**src/rtl/alu_pkg.sv**
```systemverilog
// alu_pkg: shared definitions for the ALU command sequencer.
//   - ALU opcode encodings (OP_NOOP .. OP_RESET)
//   - default operand/result width
//   - sequencer FSM state encoding
//   - fill bit for the rejected-command result (all ones)
package alu_pkg;

    localparam int W_DEFAULT = 16;

    localparam logic [3:0] OP_NOOP  = 4'd0;
    localparam logic [3:0] OP_ADD   = 4'd1;
    localparam logic [3:0] OP_SUB   = 4'd2;
    localparam logic [3:0] OP_MULT  = 4'd3;
    localparam logic [3:0] OP_DIV   = 4'd4;
    localparam logic [3:0] OP_AND   = 4'd5;
    localparam logic [3:0] OP_OR    = 4'd6;
    localparam logic [3:0] OP_XOR   = 4'd7;
    localparam logic [3:0] OP_NOT   = 4'd8;
    localparam logic [3:0] OP_RESET = 4'd15;

    // Rejected commands report a result of all ones.
    localparam logic ERR_FILL = 1'b1;

    typedef enum logic [1:0] {
        ST_IDLE = 2'd0,
        ST_EXEC = 2'd1,
        ST_RESP = 2'd2
    } seq_state_e;

    // Opcodes 9..14 have no ALU operation behind them.
    function automatic logic op_illegal(input logic [3:0] op);
        return (op >= 4'd9) && (op <= 4'd14);
    endfunction

endpackage

```
**src/rtl/alu_cmd_fifo.sv**
```systemverilog
// alu_cmd_fifo: synchronous command FIFO, DEPTH entries of DW bits.
// No fall-through: a written entry is visible on dout from the next cycle.
// A push while full is dropped (full is the registered state at cycle start,
// so a same-cycle pop does not make room). A pop while empty is ignored.
// Ports:
//   clk, clear_n     clock, asynchronous active-low reset
//   push, din        write request and data
//   pop, dout        read request and head-of-queue data
//   full, empty      occupancy flags
module alu_cmd_fifo #(
    parameter int DW    = 37,
    parameter int DEPTH = 4
) (
    input  logic          clk,
    input  logic          clear_n,
    input  logic          push,
    input  logic [DW-1:0] din,
    input  logic          pop,
    output logic [DW-1:0] dout,
    output logic          full,
    output logic          empty
);

    localparam int AW = (DEPTH > 1) ? $clog2(DEPTH) : 1;

    logic [DW-1:0] mem_q [DEPTH];
    logic [AW-1:0] wr_q, rd_q;
    logic [AW:0]   cnt_q;
    logic          do_push, do_pop;

    assign full    = (cnt_q == (AW+1)'(DEPTH));
    assign empty   = (cnt_q == '0);
    assign do_push = push & ~full;
    assign do_pop  = pop & ~empty;
    assign dout    = mem_q[rd_q];

    // Pointers wrap naturally since DEPTH is a power of two; the count
    // separates full from empty when the pointers are equal.
    always_ff @(posedge clk or negedge clear_n) begin
        if (!clear_n) begin
            wr_q  <= '0;
            rd_q  <= '0;
            cnt_q <= '0;
        end else begin
            if (do_push) wr_q <= wr_q + 1'b1;
            if (do_pop)  rd_q <= rd_q + 1'b1;
            case ({do_push, do_pop})
                2'b10:   cnt_q <= cnt_q + 1'b1;
                2'b01:   cnt_q <= cnt_q - 1'b1;
                default: cnt_q <= cnt_q;
            endcase
        end
    end

    always_ff @(posedge clk) begin
        if (do_push) mem_q[wr_q] <= din;
    end

endmodule

```
**src/rtl/alu_op_sequencer.sv**
```systemverilog
// alu_op_sequencer: command front-end for the accumulator ALU.
// Buffers commands in alu_cmd_fifo, screens illegal opcodes and divide by
// zero, drives the ALU one op at a time and returns each result with an
// error flag on a valid/ready channel.
// Ports:
//   clk, clear_n                       clock, asynchronous active-low reset
//   cmd_valid/ready, cmd_opcode,
//   cmd_a, cmd_b, cmd_chain            command channel (chain: A := acc)
//   alu_opcode, alu_input1/2           registered ALU drive
//   alu_result                         ALU combinational result
//   res_valid/ready, res_data,
//   res_err, res_opcode                result channel
//   busy                               FIFO non-empty or FSM not idle
// Optional: define ALU_SEQ_STATS_EN to add stat_ops / stat_errs, saturating
// counters of result handshakes and of errored result handshakes.
module alu_op_sequencer
    import alu_pkg::*;
#(
    parameter int W     = W_DEFAULT,
    parameter int DEPTH = 4
) (
    input  logic         clk,
    input  logic         clear_n,
    input  logic         cmd_valid,
    output logic         cmd_ready,
    input  logic [3:0]   cmd_opcode,
    input  logic [W-1:0] cmd_a,
    input  logic [W-1:0] cmd_b,
    input  logic         cmd_chain,
    output logic [3:0]   alu_opcode,
    output logic [W-1:0] alu_input1,
    output logic [W-1:0] alu_input2,
    input  logic [W-1:0] alu_result,
    output logic         res_valid,
    input  logic         res_ready,
    output logic [W-1:0] res_data,
    output logic         res_err,
    output logic [3:0]   res_opcode,
    output logic         busy
`ifdef ALU_SEQ_STATS_EN
    ,
    output logic [15:0]  stat_ops,
    output logic [15:0]  stat_errs
`endif
);

    typedef struct packed {
        logic         chain;
        logic [3:0]   op;
        logic [W-1:0] a;
        logic [W-1:0] b;
    } cmd_t;

    cmd_t       push_cmd, head;
    logic       fifo_full, fifo_empty, fifo_pop;
    seq_state_e state_q, state_d;

    logic [W-1:0] acc_q, acc_d;
    logic [3:0]   alu_op_q, alu_op_d;
    logic [W-1:0] alu_in1_q, alu_in1_d, alu_in2_q, alu_in2_d;
    logic [3:0]   exec_op_q, exec_op_d;
    logic         exec_err_q, exec_err_d;
    logic         res_valid_q, res_valid_d;
    logic [W-1:0] res_data_q, res_data_d;
    logic         res_err_q, res_err_d;
    logic [3:0]   res_op_q, res_op_d;

    logic         ld_err;
    logic [W-1:0] ld_a, exec_res;

    assign push_cmd = '{chain: cmd_chain, op: cmd_opcode, a: cmd_a, b: cmd_b};

    alu_cmd_fifo #(.DW($bits(cmd_t)), .DEPTH(DEPTH)) u_fifo (
        .clk     (clk),
        .clear_n (clear_n),
        .push    (cmd_valid),
        .din     (push_cmd),
        .pop     (fifo_pop),
        .dout    (head),
        .full    (fifo_full),
        .empty   (fifo_empty)
    );

    // Decode of the head entry, used whenever it is popped.
    assign ld_err   = op_illegal(head.op) || ((head.op == OP_DIV) && (head.b == '0));
    assign ld_a     = head.chain ? acc_q : head.a;
    // RESET clears the accumulator regardless of what the ALU reports.
    assign exec_res = (exec_op_q == OP_RESET) ? '0 : alu_result;

    always_comb begin
        state_d     = state_q;
        acc_d       = acc_q;
        alu_op_d    = alu_op_q;
        alu_in1_d   = alu_in1_q;
        alu_in2_d   = alu_in2_q;
        exec_op_d   = exec_op_q;
        exec_err_d  = exec_err_q;
        res_valid_d = res_valid_q;
        res_data_d  = res_data_q;
        res_err_d   = res_err_q;
        res_op_d    = res_op_q;
        fifo_pop    = 1'b0;

        unique case (state_q)
            ST_IDLE: begin
                if (!fifo_empty) begin
                    fifo_pop = 1'b1;
                    state_d  = ST_EXEC;
                end
            end
            ST_EXEC: begin
                state_d     = ST_RESP;
                res_valid_d = 1'b1;
                res_op_d    = exec_op_q;
                alu_op_d    = OP_NOOP;
                if (exec_err_q) begin
                    res_data_d = {W{ERR_FILL}};
                    res_err_d  = 1'b1;
                end else begin
                    res_data_d = exec_res;
                    res_err_d  = 1'b0;
                    acc_d      = exec_res;
                end
            end
            ST_RESP: begin
                if (res_valid_q && res_ready) begin
                    res_valid_d = 1'b0;
                    if (!fifo_empty) begin
                        fifo_pop = 1'b1;
                        state_d  = ST_EXEC;
                    end else begin
                        state_d  = ST_IDLE;
                    end
                end
            end
            default: state_d = ST_IDLE;
        endcase

        // Rejected commands never reach the ALU: it sees NOOP with zero inputs.
        if (fifo_pop) begin
            exec_op_d  = head.op;
            exec_err_d = ld_err;
            alu_op_d   = ld_err ? OP_NOOP : head.op;
            alu_in1_d  = ld_err ? '0 : ld_a;
            alu_in2_d  = ld_err ? '0 : head.b;
        end
    end

    always_ff @(posedge clk or negedge clear_n) begin
        if (!clear_n) begin
            state_q     <= ST_IDLE;
            acc_q       <= '0;
            alu_op_q    <= OP_NOOP;
            alu_in1_q   <= '0;
            alu_in2_q   <= '0;
            exec_op_q   <= OP_NOOP;
            exec_err_q  <= 1'b0;
            res_valid_q <= 1'b0;
            res_data_q  <= '0;
            res_err_q   <= 1'b0;
            res_op_q    <= OP_NOOP;
        end else begin
            state_q     <= state_d;
            acc_q       <= acc_d;
            alu_op_q    <= alu_op_d;
            alu_in1_q   <= alu_in1_d;
            alu_in2_q   <= alu_in2_d;
            exec_op_q   <= exec_op_d;
            exec_err_q  <= exec_err_d;
            res_valid_q <= res_valid_d;
            res_data_q  <= res_data_d;
            res_err_q   <= res_err_d;
            res_op_q    <= res_op_d;
        end
    end

    assign cmd_ready  = ~fifo_full;
    assign alu_opcode = alu_op_q;
    assign alu_input1 = alu_in1_q;
    assign alu_input2 = alu_in2_q;
    assign res_valid  = res_valid_q;
    assign res_data   = res_data_q;
    assign res_err    = res_err_q;
    assign res_opcode = res_op_q;
    assign busy       = ~fifo_empty | (state_q != ST_IDLE);

`ifdef ALU_SEQ_STATS_EN
    logic [15:0] stat_ops_q, stat_errs_q;

    always_ff @(posedge clk or negedge clear_n) begin
        if (!clear_n) begin
            stat_ops_q  <= '0;
            stat_errs_q <= '0;
        end else if (res_valid_q && res_ready) begin
            if (stat_ops_q != 16'hFFFF)               stat_ops_q  <= stat_ops_q + 16'd1;
            if (res_err_q && stat_errs_q != 16'hFFFF) stat_errs_q <= stat_errs_q + 16'd1;
        end
    end

    assign stat_ops  = stat_ops_q;
    assign stat_errs = stat_errs_q;
`endif

endmodule

```
**config.mk**
```make
export PLATFORM = sky130hd
export DESIGN_NAME = alu_op_sequencer
export DESIGN_NICKNAME = d
export VERILOG_FILES = /design/src/rtl/alu_pkg.sv /design/src/rtl/alu_cmd_fifo.sv /design/src/rtl/alu_op_sequencer.sv
export SDC_FILE = /design/constraint.sdc
export NUM_CORES = 1
export LEC_CHECK = 0
export CAP_MARGIN = 10
export CORE_MARGIN = 5
export CORE_UTILIZATION = 49
export CTS_CLUSTER_SIZE = 24
export DETAILED_ROUTE_END_ITERATION = 10
export PLACE_DENSITY = 0.72
export SETUP_SLACK_MARGIN = 0.1
export SYNTH_ARGS = -nofsm -noshare
export SYNTH_HDL_FRONTEND = slang
export SYNTH_SLANG_ARGS = --single-unit
```
**constraint.sdc**
```tcl
create_clock -name clk -period 4.5 [get_ports clk]
set_input_delay 0.675 -clock clk [delete_from_list [all_inputs] [get_ports clk]]
set_output_delay 0.675 -clock clk [all_outputs]
set_load 0.005 [all_outputs]
```
==> impl_results.html <==
<table>
<tr><th>Metric</th><th>Value</th></tr>
<tr><th colspan="2">Run status</th></tr>
<tr><td>Status</td><td>completed</td></tr>
<tr><th colspan="2">Critical path</th></tr>
<tr><td>Worst stage delay on the critical path</td><td>roughly 0.64 ns</td></tr>
<tr><td>Cells along the critical path</td><td>buf_4, mux4_2, nor4_1, nand3_1, o21ai_4, o21ai_0</td></tr>
<tr><td>Register-to-Register Setup Slack</td><td>1.34 ns</td></tr>
<tr><td>Endpoint kind of the worst setup timing path</td><td>flop</td></tr>
<tr><td>CP arrival</td><td>3.51 ns</td></tr>
<tr><td>Crit path required time</td><td>4.85 ns</td></tr>
<tr><td>Maximum fanout count along the critical path</td><td>18</td></tr>
<tr><td>Startpoint type of the worst setup path</td><td>flop</td></tr>
<tr><td>Number of cells on the worst reg-to-reg path</td><td>6</td></tr>
<tr><td>Crit Path Category</td><td>flop to flop</td></tr>
<tr><td>Cell type of the slowest stage on the worst timing path</td><td>sky130_fd_sc_hd__dfrtp_2</td></tr>
<tr><th colspan="2">GRT</th></tr>
<tr><td>Remaining global-route overflow</td><td>0</td></tr>
<tr><td>Busiest metal layer after global routing</td><td>met2</td></tr>
<tr><td>Fraction of met2 tracks used by global routing</td><td>27.5%</td></tr>
<tr><td>Pin count of the biggest net entering global routing</td><td>61</td></tr>
<tr><td>Global-route wire length before repair</td><td>~30000 microns</td></tr>
<tr><td>Via count of the first global-routing pass</td><td>5229</td></tr>
<tr><td>Overall Global Routing Usage</td><td>about 18%</td></tr>
<tr><td>Antenna violations before repair</td><td>1</td></tr>
<tr><td>Global-route met1 utilization</td><td>25.5%</td></tr>
<tr><td>Met3 usage</td><td>4.61%</td></tr>
<tr><th colspan="2">Timing</th></tr>
<tr><td>Achievable clock frequency</td><td>0.316 GHz</td></tr>
<tr><td>Unrepaired setup endpoints after global routing</td><td>false</td></tr>
<tr><td>Final clock skew</td><td>roughly 0.011 ns</td></tr>
<tr><td>Ratio of final minimum period to clock period</td><td>approximately 70%</td></tr>
<tr><td>Hold violation count in the final report</td><td>0</td></tr>
<tr><td>Final max-slew violation count</td><td>0</td></tr>
<tr><td>Tightest slew margin relative to the limit</td><td>29.2%</td></tr>
<tr><td>Actual slew at the worst max-slew pin</td><td>around 1.1 ns</td></tr>
<tr><td># setup viols final</td><td>0</td></tr>
<tr><td>Summed negative setup slack over all endpoints</td><td>0 ns</td></tr>
<tr><td>Minimum period implied by the final worst setup slack</td><td>3.16 ns</td></tr>
<tr><th colspan="2">Clocking</th></tr>
<tr><td>Number of buffers inserted to repair setup after CTS</td><td>0</td></tr>
<tr><td>Count of instances resized after the clock tree is built</td><td>0</td></tr>
<tr><td>Root buffer cell</td><td>sky130_fd_sc_hd__clkbuf_16</td></tr>
<tr><td>Clock Path Buffers</td><td>3</td></tr>
<tr><td>Total CTS buffers</td><td>24</td></tr>
<tr><td>Insertion delay to the later sink of the worst-skew pair</td><td>0.51 ns</td></tr>
<tr><td>Clock tree from TritonCTS</td><td>done</td></tr>
<tr><td>Max H-tree Level</td><td>1</td></tr>
<tr><td>CTS sink cnt</td><td>236</td></tr>
<tr><td>Clock slew at the register clock pins of the worst setup and hold paths</td><td>about 0.06 ns</td></tr>
<tr><td>Number of buffers added to fix hold violations after cts</td><td>0</td></tr>
<tr><th colspan="2">Power</th></tr>
<tr><td>Net switching power of the design</td><td>about 0.0025 W</td></tr>
<tr><td>Sequential cell fraction of total power</td><td>42.9%</td></tr>
<tr><td>Clock network power share</td><td>25.3%</td></tr>
<tr><td>Leakage power total</td><td>about 4.2 nW</td></tr>
<tr><td>Power Internal</td><td>0.00549 W</td></tr>
<tr><td>Combinational Power Share</td><td>a little under a third</td></tr>
<tr><td>Power density over cell area</td><td>714 nW/um^2</td></tr>
<tr><td>Highest ir drop seen on vdd</td><td>0.440 mV</td></tr>
<tr><td>Switching power as a share of total power</td><td>a little under a third</td></tr>
<tr><th colspan="2">Placement</th></tr>
<tr><td>Post-DP HPWL</td><td>~12000 microns</td></tr>
<tr><td>Port Buf Inserts</td><td>116</td></tr>
<tr><td>Placer's final routability congestion estimate</td><td>0.766</td></tr>
<tr><th colspan="2">Yosys</th></tr>
<tr><td>Ranking of synthesized cells by instance count</td><td>sky130_fd_sc_hd__edfxtp_1, sky130_fd_sc_hd__dfrtp_1, sky130_fd_sc_hd__nand2_1</td></tr>
<tr><td>Syn nets</td><td>595</td></tr>
<tr><td>Post-synthesis cell count</td><td>532</td></tr>
<tr><td>Post-Synthesis Cell Area</td><td>8980 sq um</td></tr>
<tr><td>Post-synth top flop</td><td>sky130_fd_sc_hd__edfxtp_1</td></tr>
<tr><td>Share of flip-flops with an asynchronous set or reset</td><td>37.3%</td></tr>
<tr><td>Number of distinct library cells after synthesis</td><td>39</td></tr>
<tr><td>Most used standard cell by instance count after synthesis</td><td>sky130_fd_sc_hd__edfxtp_1</td></tr>
<tr><td>Post-Syn Area per Cell</td><td>16.9 sq um</td></tr>
<tr><td>Cells taking the most area after synthesis</td><td>sky130_fd_sc_hd__edfxtp_1, sky130_fd_sc_hd__dfrtp_1, sky130_fd_sc_hd__mux4_2</td></tr>
<tr><td>Number of synthesized register bits</td><td>about 240</td></tr>
<tr><td>Area leader, netlist</td><td>sky130_fd_sc_hd__edfxtp_1</td></tr>
<tr><td>Count of flip-flops with a built-in enable after synthesis</td><td>148</td></tr>
<tr><td>Synth top area share</td><td>49.5%</td></tr>
<tr><td>Number of warning messages in the yosys log</td><td>0</td></tr>
<tr><td>Sequential fraction of the synthesis area</td><td>74.0%</td></tr>
<tr><th colspan="2">Floorplan</th></tr>
<tr><td>Placeable core area</td><td>between 15000 and 20000 sq um</td></tr>
<tr><td>Area of the die</td><td>21100 sq um</td></tr>
<tr><td>Number of top-level pins</td><td>117</td></tr>
<tr><td>Overall die height</td><td>145 microns</td></tr>
<tr><td>Core Rows</td><td>49</td></tr>
<tr><td>Starting Density</td><td>~50%</td></tr>
<tr><td>Die Span X</td><td>145 microns</td></tr>
<tr><th colspan="2">Routing</th></tr>
<tr><td>Vias per cell</td><td>5.51</td></tr>
<tr><td>Initial DRT Pass Iterations</td><td>5</td></tr>
<tr><td>Post-detailed-route DRC marker count</td><td>0</td></tr>
<tr><td>Detailed-route via count</td><td>4969</td></tr>
<tr><td>Remaining antenna violation count after routing</td><td>0</td></tr>
<tr><td>Violation count after the first detailed-routing iteration</td><td>283</td></tr>
<tr><td>Total detailed-routing wirelength</td><td>18800 microns</td></tr>
<tr><td>Routed WL per cell</td><td>20.9 microns</td></tr>
<tr><th colspan="2">Finish</th></tr>
<tr><td>Layout overhead on the synthesized area</td><td>24.4%</td></tr>
<tr><td>Antenna cell count</td><td>0</td></tr>
<tr><td>Final core occ</td><td>just over 60%</td></tr>
<tr><td>Number of nets in the layout</td><td>718</td></tr>
<tr><td>Layout cells sized above 1</td><td>15.3%</td></tr>
<tr><th colspan="2">Worst hold path</th></tr>
<tr><td>Class of the tightest hold or removal check</td><td>primary input to asynchronous set/reset pin</td></tr>
<tr><th colspan="2">Run</th></tr>
<tr><td>Number of violations of the max-capacitance limit</td><td>0</td></tr>
</table>
[final cells by class]
cell class                 instances  area [sq um]
clock inverter                    12           119
fill                            1301          6850
tap                              229           287
inverter                           7          26.3
multi-input combinational        264          2190
clock buffer                      32           703
sequential                       236          6650
timing repair buffer             122          1200
[layout by cell type (no fill, tap or decap), types with 9 or more instances in the layout]
| cell | Yosys | layout |
|---|---|---|
| sky130_fd_sc_hd__o21ai_2 | 9 | 9 |
| sky130_fd_sc_hd__o21ai_0 | 26 | 26 |
| sky130_fd_sc_hd__dfrtp_1 | 88 | 86 |
| sky130_fd_sc_hd__a22o_1 | 16 | 16 |
| sky130_fd_sc_hd__mux2i_1 | 16 | 16 |
| sky130_fd_sc_hd__clkbuf_16 | 0 | 26 |
| sky130_fd_sc_hd__nor2_1 | 20 | 20 |
| sky130_fd_sc_hd__mux4_2 | 35 | 35 |
| sky130_fd_sc_hd__nand2_1 | 80 | 80 |
| sky130_fd_sc_hd__edfxtp_1 | 148 | 148 |
| sky130_fd_sc_hd__a21oi_1 | 19 | 19 |
| sky130_fd_sc_hd__clkdlybuf4s50_1 | 0 | 115 |
[worst max-delay path: cells and delay by family, from the launching register on]
kind                   cells  cell delay (ns)
AOI/OAI and AO/OA          2             0.81
DFF                        1             0.64
muxes                      1             0.55
buffers and inverters      1             0.34
and+or+nand+nor            2             0.64
[per-layer routing]
| metal | routed length, microns | vias to the layer above |
|---|---|---|
| met2 | 8780 | 191 |
| met1 | 8320 | 2498 |
| li1 | - | 2249 |
| met4 | 264 | 2 |
| met3 | 1440 | 29 |
| met5 | 13 | - |
[power by group through the flow]
stage | combinational (W) | clock, W | sequential (W)
CTS | 0.00259 | 0.00205 | 0.00343
floorplan | 0.00170 | 0 | 0.00327
detailed placement | 0.00258 | 0 | 0.00345
global placement | 0.00250 | 0 | 0.00343
global route | 0.00278 | 0.00214 | 0.00349
finish | 0.00254 | 0.00202 | 0.00342
[state kept, by name (all words and copies together) (netlist names)]
signal and cells:
exec_op_q 4, u_fifo.wr_q 2, res_err 1, u_fifo.rd_q 2
u_fifo.mem_q 148, alu_input2 16, exec_err_q 1, u_fifo.cnt_q 3
res_data 16, alu_opcode 4, res_valid 1, acc_q 16
state_q 2, alu_input1 16, res_opcode 4
[through the flow]
stage	std cells	hold WS (ns)	instance area, sq um	setup slack (ns)	power, W
after detailed placement	858	0.465	10400	1.25	0.00603
after CTS	902	0.265	11200	1.26	0.00806
after global routing	902	0.318	11200	1.15	0.00841
after global placement	858	0.472	10400	1.31	0.00593
after floorplan	532	0.379	8980	1.99	0.00497
final	902	0.253	11200	1.34	0.00798
[cells by family (layout without fill, tap and decap cells)]
family / after synthesis / count (layout) / share of synthesized area [%]
flops: 236 / 236 / 74.0
simple gates: 121 / 121 / 5.67
compound gates: 77 / 77 / 5.85
mux: 54 / 54 / 11.3
buf+inv: 32 / 173 / 1.71
fa+ha+maj: 6 / 6 / 0.919
xor+xnor: 6 / 6 / 0.585
[path summary, 6_finish.rpt]
check | startpoint | to
worst max register to register | u_fifo.rd_q[0]$_DFFE_PN0P_ | alu_input1[10]$_DFFE_PN0P_
worst min register to register | res_opcode[1]$_DFFE_PN0P_ | res_opcode[1]$_DFFE_PN0P_
min in group clk | res_opcode[1]$_DFFE_PN0P_ | res_opcode[1]$_DFFE_PN0P_
max in group asynchronous | clear_n | u_fifo.rd_q[0]$_DFFE_PN0P_
worst max-delay path | u_fifo.rd_q[0]$_DFFE_PN0P_ | alu_input1[10]$_DFFE_PN0P_
worst min-delay path | clear_n | res_data[5]$_DFFE_PN0P_
Note: power is estimated with default switching activity, not from simulation.
